--- config.mk ---
export PLATFORM = sky130hd
export DESIGN_NAME = apb_arbiter_master
export DESIGN_NICKNAME = d
export VERILOG_FILES = /design/src/rtl/apb_arbiter_master.sv
export SDC_FILE = /design/constraint.sdc
export NUM_CORES = 1
export LEC_CHECK = 0
export ABC_AREA = 1
export BUFFER_PORTS_ARGS = -buffer_cell sky130_fd_sc_hd__buf_2
export CORE_MARGIN = 4
export CORE_UTILIZATION = 45
export CTS_BUF_LIST = sky130_fd_sc_hd__clkbuf_4
export DETAILED_ROUTE_END_ITERATION = 16
export PLACE_DENSITY = 0.86
export SLEW_MARGIN = 20
export SYNTH_ARGS = -nofsm -noshare
export SYNTH_HDL_FRONTEND = slang
export SYNTH_SLANG_ARGS = --single-unit
--- constraint.sdc ---
create_clock -name pclk -period 1.93 [get_ports pclk]
set_clock_uncertainty 0.2 [all_clocks]
set_input_delay 0.386 -clock pclk [delete_from_list [all_inputs] [get_ports pclk]]
set_output_delay 0.386 -clock pclk [all_outputs]
set_load 0.02 [all_outputs]
--- src/rtl/apb_arbiter_master.sv ---
// apb_arbiter_master: two-requester round-robin arbiter driving a single APB master port
// with an ACCESS-phase timeout that aborts stalled transfers with an error response.
module apb_arbiter_master #(
   parameter int TIMEOUT = 16
) (
   input  logic             pclk,
   input  logic             preset,
   input  logic [1:0]       req_valid,
   input  logic [1:0]       req_write,
   input  logic [1:0][31:0] req_addr,
   input  logic [1:0][31:0] req_wdata,
   output logic [1:0]       req_ready,
   output logic [1:0]       rsp_valid,
   output logic [31:0]      rsp_rdata,
   output logic             rsp_err,
   output logic [31:0]      paddr,
   output logic [31:0]      pwdata,
   output logic             psel,
   output logic             penable,
   output logic             pwrite,
   input  logic             pready,
   input  logic             pslverr,
   input  logic [31:0]      prdata
);
   localparam logic [1:0] IDLE   = 2'd0;
   localparam logic [1:0] SETUP  = 2'd1;
   localparam logic [1:0] ACCESS = 2'd2;
   localparam logic [7:0] TMO    = 8'(TIMEOUT);
   logic [1:0] state;
   logic       grant;
   logic       nxt_grant;
   logic [7:0] cnt;
   // grant register doubles as the round-robin history
   always_comb nxt_grant = (&req_valid) ? ~grant : req_valid[1];
   always_ff @(posedge pclk) begin
      if (preset) begin
         state     <= IDLE;
         grant     <= 1'b1;
         cnt       <= '0;
         req_ready <= '0;
         rsp_valid <= '0;
         rsp_rdata <= '0;
         rsp_err   <= 1'b0;
         paddr     <= '0;
         pwdata    <= '0;
         psel      <= 1'b0;
         penable   <= 1'b0;
         pwrite    <= 1'b0;
      end else begin
         req_ready <= '0;
         rsp_valid <= '0;
         case (state)
            IDLE: if (|req_valid) begin
               grant              <= nxt_grant;
               req_ready[nxt_grant] <= 1'b1;
               pwrite             <= req_write[nxt_grant];
               paddr              <= req_addr[nxt_grant];
               pwdata             <= req_wdata[nxt_grant];
               psel               <= 1'b1;
               state              <= SETUP;
            end
            SETUP: begin
               penable <= 1'b1;
               cnt     <= 8'd1;
               state   <= ACCESS;
            end
            ACCESS: if (pready || cnt == TMO) begin
               psel             <= 1'b0;
               penable          <= 1'b0;
               rsp_valid[grant] <= 1'b1;
               rsp_err          <= pready ? pslverr : 1'b1;
               rsp_rdata        <= (pready && !pwrite) ? prdata : 32'h0;
               cnt              <= '0;
               state            <= IDLE;
            end else begin
               cnt <= cnt + 8'd1;
            end
            default: state <= IDLE;
         endcase
      end
   end
endmodule

# Word-level counts from Yosys, hierarchy flattened

Index checks and enable logic that the tools add are counted.

Flip-flop bits (word level): 115
Output and inout bits: 104

Add/subtract/negate cells: 1
Magnitude comparators: 4
Equality and inequality tests: 5
Muxes and demuxes: 22
Bitwise logic cells: 5
Reductions and logical operators: 17

Operator list:

| kind                                                 | number |
|---|---|
| two-way mux 32 bit                                   | 5 |
| case mux 8 bit (2 select lines)                      | 1 |
| AND reduction 2 bit                                  | 5 |
| adder 8 x 1 -> 8 bit (second input constant)         | 1 |
| equality test 8 x 5 -> 1 bit (second input constant) | 1 |
| two-way mux 1 bit                                    | 8 |
| two-way mux 8 bit                                    | 1 |
| case mux 2 bit (3 select lines)                      | 1 |
| OR reduction 3 bit                                   | 2 |
| NOT 1 bit                                            | 5 |
| < comparator 1 x 2 -> 1 bit (second input constant)  | 2 |
| two-way mux 2 bit                                    | 2 |
| inequality test 2 bit (second input constant)        | 2 |
| case mux 1 bit (2 select lines)                      | 2 |
| nonzero test 2 bit                                   | 2 |
| logical AND 1 bit                                    | 3 |
| AND reduction 3 bit                                  | 1 |
| demux 1 bit (select 1 bit)                           | 2 |
| equality test 2 x 1 -> 1 bit (second input constant) | 1 |
| equality test 2 bit (second input constant)          | 1 |
| >= comparator 1 bit (second input constant)          | 2 |
| logical NOT 2 bit                                    | 1 |
| OR reduction 2 bit                                   | 1 |
| logical NOT 1 bit                                    | 1 |
| logical OR 1 bit                                     | 1 |

# Depth between registers and ports, before layout

Gate-level depths: netlist of the first run.

Word-level depth: 6
Gate-level depth with buffers: 10
Mapped depth without buffers: 10

# Least setup slack after synthesis of the first run

Ideal clock, no wire load.

Kind: register to register
Start point: reg state[0]
End point: reg paddr[23]
Library setup time: 0.120 ns
Data arrival time: 1.243 ns
Data required time: 1.610 ns
Slack: 0.367 ns
Stages on the path, launching flop included: 11
Clock period less this slack: 1.563 ns
Cell sequence: dfxtp_1 > inv_1 > ha_1 > o21ai_2 > inv_2 > nand3_1 > inv_2 > buf_4 > buf_4 > nand2_1 > nand2_1

Longest elaborated chain between the ends: 2

Ends and longest elaborated chain:

| what                          | line | source |
|---|---|---|
| from (decl)                   | 29   | `logic [1:0] state;` |
| from (signal assigned)        | 37   | `state <= IDLE;` |
| from (signal assigned)        | 60   | `state <= SETUP;` |
| from (signal assigned)        | 65   | `state <= ACCESS;` |
| logical NOT 2 bit             | 52   | `case (state)` |
| AND reduction 2 bit (no line) | n/a  |  |
| to (signal assigned)          | 57   | `paddr <= req_addr[nxt_grant];` |
| to (decl)                     | 16   | `output logic [31:0] paddr,` |

No other way between the ends.
A chain may end at the register's enable or synchronous reset.

==> reports/qor.yml, run 1 <==
worst_setup_path:
  r2r_slack_ps: 120
  endpoint_kind: "flip-flop"
  crit_arrival_ps: 2000
  crit_chain: "dlygate4sd3_1 -> buf_2 -> inv_4 -> nand2_1 -> inv_4 -> buf_12 -> a22oi_1 -> nand2_1"
  r2r_start: "state[1]"
  path_class: "input pin to flip-flop"
  reg2regPathDepth: 8
  worstSetupStartpoint: "preset"
  crit_fanout: 40
  timing.rr.end: "paddr[12]"
  start_kind: "input pin"
  required_ps: 2100
  endpoint: "paddr[12]"
  cp_slowest_stage_delay_ps: 550
  cpMaxStageDelayCell: "dlygate4sd3_1"
grt:
  grt_use_total_pct: 35.2
  grt_pass1_vias: 6412
  grt_pass1_wl_um: 32000
  grt_max_degree: 67
  antenna_found_initial: 2
  grt_overflow: 0
die:
  core_um2: 9820
  rows: 36
  initial_core_util_pct: 46.3
  die_area_um2: 11800
  die_x_um: 108
  ios: 272
  dieHeight_um: 108
pwr:
  leakage_nw: 3.95
  power_switching_mw: 2.01
  irDropWorstVdd_uv: 489
  p_int_mw: 4.26
  p_seq_share_pct: 43.3
  power_density_nw_per_um2: 785
  combPwrFrac_pct: 24.1
  clkPwrFrac_pct: 32.6
  swShare_pct: 32.0
run_status:
  status: "finished clean"
synth:
  ys_ff_latch: 115
  synth.largest_area_cell: "dfxtp_1"
  synth_nets: 749
  yosys_most_used_dff: "dfxtp_1"
  syn_avg_cell_area_um2: 7.89
  yosysMostFrequentCell: "nand2_1"
  synth-async-reset-ratio_pct: 0
  ys_types: 26
  synthCells: 576
  yosysWarnings: 0
  synth_edf_count: 0
  synth_top_area_share_pct: 50.7
  syn_area_um2: 4540
  synth-seq-area-share_pct: 50.7
  synth_area_leaders: "dfxtp_1 51%, nand2_1 19%, nand3_1 9.4%, a22oi_1 3.6%, o21ai_1 2.6%"
  synth_common_cells: "224 x nand2_1, 115 x dfxtp_1, 85 x nand3_1"
drt:
  vias: 6233
  firstDrtPassIters: 5
  wl_per_cell_um: 18.5
  drtAntennaViolNets: 0
  drt_iter0_drc: 627
  totalWireLength_um: 21300
  routed_via_density: 5.40
  drc_errors: 0
clock_network:
  htree_levels: 4
  ctsRootBufferMaster: "clkbuf_4"
  clk_pin_slew_ps: 110
  cts_tree: "done"
  clk_latency_ps: 500
  cts_buffers: 17
  clkSinkCount: 115
  clk_path_buf_depth: 2
finish:
  drive_gt1_share_pct: 33.1
  fin_util_pct: 81.3
  area_growth_pct: 75.8
  final_nets: 1179
timing:
  drv_slew: 0
  setup_viol: 0
  layout_min_cycle_time_ps: 1830
  rsz0062_at_grt: "yes"
  finalCritPeriodShare_pct: 95.0
  worst_pin_slew_ps: 310
  fmax_mhz: 546
  maxSlewHeadroom_pct: 79.4
  hold_viol_final: 0
  layout_setup_ws_ps: 97.1
min_path:
  hold_class: "input pin to flip-flop"
  min_from: "pready"
placement:
  gp_routability_congestion: 0.844
  io_buffers: 271
  pre_cts_ws_ps: 79.4
  dp_hpwl_um: 9950
job:
  drv_cap: 0
-- final cells by class --
cell class | instances | area, µm²
Sequential cell | 115 | 2300
Tap cell | 133 | 166
Clock inverter | 15 | 206
Clock buffer | 17 | 128
Inverter | 20 | 80.1
Fill cell | 585 | 1830
Timing Repair Buffer | 444 | 3130
Multi-Input combinational cell | 408 | 1960
Antenna cell | 3 | 7.51
-- worst max-delay path: cells and delay by family --
family / cells / cell delay (ps)
buffers and inverters: 5 / 1130
AND/OR/NAND/NOR: 2 / 220
AO/OA/AOI/OAI: 1 / 240
-- kinds of logic after synthesis --
logic type / count (synthesis) / synth area share (%)
compound gates: 63 / 8.90
xor+xnor: 6 / 1.16
flops: 115 / 50.7
fa+ha+maj: 5 / 1.38
simple gates: 333 / 30.9
buf+inv: 54 / 7.02
-- through the flow --
stage / cells / instance area (µm²) / hold slack [ps] / TNS [ps] / total power, mW
2_1_floorplan: 576 / 4540 / 212 / 0 / 3.38
3_3_place_gp: 954 / 5940 / 240 / 0 / 3.83
3_5_place_dp: 954 / 5940 / 250 / 0 / 3.85
4_1_cts: 1150 / 7920 / 74.0 / 0 / 6.13
5_1_grt: 1153 / 7980 / 117 / -37.1 / 6.50
6_report: 1155 / 7990 / 133 / 0 / 6.27
-- routing by layer --
metal	vias to the layer above	part of all wire (%)	GRT usage, %
li1	2745	-	-
met3	165	10	11.0
met2	498	49	60.2
met1	2823	33	36.3
met4	2	7.6	24.5
met5	-	0.061	0
-- timing repair --
action,CTS,global route
endpoints found under the setup margin,0,39
setup buffers,0,0
endpoints found under the hold margin,101,0
gates resized for setup,0,6
hold buffers,164,0
-- flip-flops by register name, indices dropped and copies added (netlist names), 2 cells and up --
name and count:
rsp_rdata 32, cnt 8, rsp_valid 2, state 2
req_ready 2, paddr 32, pwdata 32
-- power by group through the flow --
stage	combinational [mW]	clock (mW)	sequential, mW
2_1_floorplan	0.419	0	2.96
3_3_place_gp	1.10	0	2.73
3_5_place_dp	1.12	0	2.73
4_1_cts	1.38	2.07	2.68
5_1_grt	1.60	2.17	2.73
6_report	1.51	2.05	2.71
-- worst min path at each step --
stage / to / slack [ps] / cells past startpoint
2_1_floorplan: rsp_valid[0] / 210 / 1
3_3_place_gp: rsp_valid[0] / 240 / 1
3_5_place_dp: paddr[5] / 250 / 2
4_1_cts: cnt[0] / 70 / 4
5_1_grt: cnt[0] / 120 / 4
6_report: cnt[0] / 130 / 4
-- placed cells by master, fill, tap and decap left out, types with 2 or more instances in the layout --
cell           synthesis  layout
nor2_1                15      14
ha_1                   5       4
dlygate4sd3_1          0     164
o21ai_0                3       3
clkinv_2               0       2
o21ai_2                8       8
inv_1                 14      14
clkinv_4               0       5
inv_2                  6       4
o21ai_1               24      24
buf_4                 13       4
diode_2                0       3
bufinv_16              0       4
nor3_1                 2       2
buf_12                 0       4
nor2_2                 1       2
inv_6                  0       2
xor2_1                 5       5
clkbuf_4               0      17
clkinvlp_4             0       2
a21oi_1                5       5
nand3_4                1       2
nand3_1               85      84
dfxtp_1              115     115
buf_2                  6     271
inv_4                  0       2
a22oi_1               22      22
nand2_1              224     224
(Power assumes the default switching activity.)
==> inputs of run 2 (changes only) <==
--- a/config.mk
+++ b/config.mk
@@ -8,10 +8,10 @@
 export ABC_AREA = 1
 export BUFFER_PORTS_ARGS = -buffer_cell sky130_fd_sc_hd__buf_2
 export CORE_MARGIN = 4
-export CORE_UTILIZATION = 45
+export CORE_UTILIZATION = 27
 export CTS_BUF_LIST = sky130_fd_sc_hd__clkbuf_4
 export DETAILED_ROUTE_END_ITERATION = 16
-export PLACE_DENSITY = 0.86
+export PLACE_DENSITY = 0.57
 export SLEW_MARGIN = 20
 export SYNTH_ARGS = -nofsm -noshare
 export SYNTH_HDL_FRONTEND = slang
==> reports/qor.yml, run 2 (synthesis gave the netlist of run 1 again) <==
worst_setup_path:
  crit_family: "simple AND/OR/NAND/NOR gates"
  endpoint_kind: "flip-flop"
  cpMaxStageDelayCell: "dfxtp_1"
  timing.rr.end: "pwdata[29]"
  start_kind: "flip-flop"
  crit_fanout: 66  # +65%
  crit_arrival_ps: 1990  # about the same
  required_ps: 2180  # +80 ps
  cp_slowest_stage_delay_ps: 340  # -210 ps
  reg2regPathDepth: 7  # -1
  path_buf_inv: 2  # -3
  r2r_slack_ps: 190  # +70 ps
  crit_chain: "inv_1 -> ha_1 -> o21ai_2 -> nor3_4 -> buf_12 -> nand2_1 -> nand3_1"
  path_class: "flip-flop to flip-flop"
  r2r_start: "state[0]"
drt:
  firstDrtPassIters: 4  # -1
  wl_per_cell_um: 13.8  # -25%
  drc_errors: 0  # unchanged
  totalWireLength_um: 17100  # -20%
  vias: 5525  # -11%
  drt_iter0_drc: 249  # -60%
  routed_via_density: 4.48  # -17%
  drtAntennaViolNets: 0  # unchanged
grt:
  grt_pass1_vias: 5456  # -15%
  grt_max_degree: 67  # unchanged
  grt_overflow: 0  # unchanged
  grt_pass1_wl_um: 25600  # -20%
  grt_use_total_pct: 17.0  # -18 points
  use_met3_pct: 6.14  # -4.9 points
  antenna_found_initial: 0  # -2
  top_usage_layer: "met2"
  grt_use_met2_pct: 28.4  # -32 points
  met1_usage_pct: 18.9  # -17 points
timing:
  finalCritPeriodShare_pct: 90.4  # -4.6 points
  hold_viol_final: 0  # unchanged
  rsz0062_at_grt: "no"
  maxSlewHeadroom_pct: 73.6  # -5.7 points
  layout_setup_ws_ps: 186  # +88.8 ps
  setup_viol: 0  # unchanged
  fmax_mhz: 573  # +5.1%
  worst_pin_slew_ps: 396  # +86.2 ps
  drv_slew: 0  # unchanged
  setup_tns_ps: 0  # unchanged
  layout_min_cycle_time_ps: 1740  # -88.8 ps
die:
  dieHeight_um: 138  # +27%
  initial_core_util_pct: 27.5  # -19 points
  rows: 47  # +31%
  die_area_um2: 19000  # +61%
  core_um2: 16500  # +68%
  die_x_um: 138  # +27%
  ios: 272  # unchanged
min_path:
  hold_class: "input pin to flip-flop"
  hold_end: "rsp_err"
  min_from: "pready"
  min_path_cells: 4  # unchanged
pwr:
  irDropWorstVdd_uv: 328  # -33%
  finalPower_mw: 5.59  # -11%
  leakage_nw: 3.90  # -1.1%
  power_density_nw_per_um2: 706  # -10%
clock_network:
  hold_buffers: 164  # unchanged
  post_cts_buffers: 0  # unchanged
  clk_pin_slew_ps: 100  # about the same
  clk_path_buf_depth: 2  # unchanged
  htree_levels: 4  # unchanged
  clk_latency_ps: 510  # about the same
  cts_buffers: 17  # unchanged
  cts_tree: "done"
  cts_resized: 0  # unchanged
  clkSinkCount: 115  # unchanged
  ctsRootBufferMaster: "clkbuf_4"
finish:
  final_common_cell: "buf_2"
  fin_util_pct: 48.0  # -33 points
  drive_gt1_share_pct: 32.4  # -0.63 points
  fin_cells: 1234  # +6.8%
  area_growth_pct: 74.5
  top_regs: "paddr: 32 flops, pwdata: 32 flops, rsp_rdata: 32 flops"
  final_nets: 1178  # -0.085%
  antenna_cells: 0  # -3
  final_cell_mix: "271 x buf_2, 224 x nand2_1, 164 x dlygate4sd3_1"
placement:
  pre_cts_ws_ps: 223  # +143 ps
  io_buffers: 271  # unchanged
  gp_routability_congestion: 0.758  # -10%
  dp_hpwl_um: 10100  # +1.2%
  dpl.cell_count: 1042  # +9.2%
job:
  drv_cap: 0  # unchanged
run_status:
  status: "finished clean"
run 2: final cells by class:
type                    instances  area (µm²)
clock inverters                 8        66.3
well taps                     220         275
repair buffers                444        3130
fillers                      1565        8600
flip-flops and latches        115        2300
clock buffers                  20         150
inverters                      20        75.1
multi-input cells             407        1930
run 2: worst max path at each step:
stage               depth (start not counted)  startpoint  slack [ps]      endpoint
CTS                                         1      pwrite         140        pwrite
global route                                9      cnt[0]          20  rsp_rdata[0]
detailed placement                          9      cnt[0]         220  rsp_rdata[7]
floorplan                                  10    state[0]         370     paddr[23]
global placement                            9      cnt[0]         250  rsp_rdata[7]
finish                                      7    state[0]         190    pwdata[29]
run 2: metrics by stage:
step,hold slack [ps],instance area [µm²]
finish,99.7,7930
global route,72.3,7930
CTS,27.1,7930
detailed placement,231,6070
global placement,228,6070
floorplan,212,4540
run 2: report_power, final:
part | leakage (nW) | internal [mW] | switching, mW
Clock | 0.127 | 0.638 | 0.861
Combinational | 2.84 | 0.638 | 0.775
Sequential | 0.941 | 2.57 | 0.107
Total | 3.90 | 3.85 | 1.74
run 2: worst register-to-register path, cell delays in order (launching register included):
cell and delay [ps]:
dfxtp_1 340, inv_1 80, ha_1 190, o21ai_2 100, nor3_4 160, buf_12 280
nand2_1 220, nand3_1 130
run 2: routing by layer:
metal | share of wire [%] | vias to the layer above | routed length, µm
met3 | 7.4 | 60 | 1270
met2 | 49 | 242 | 8310
met4 | 4.0 | 0 | 677
met5 | 0 | - | 0
met1 | 40 | 2492 | 6820
li1 | - | 2731 | -
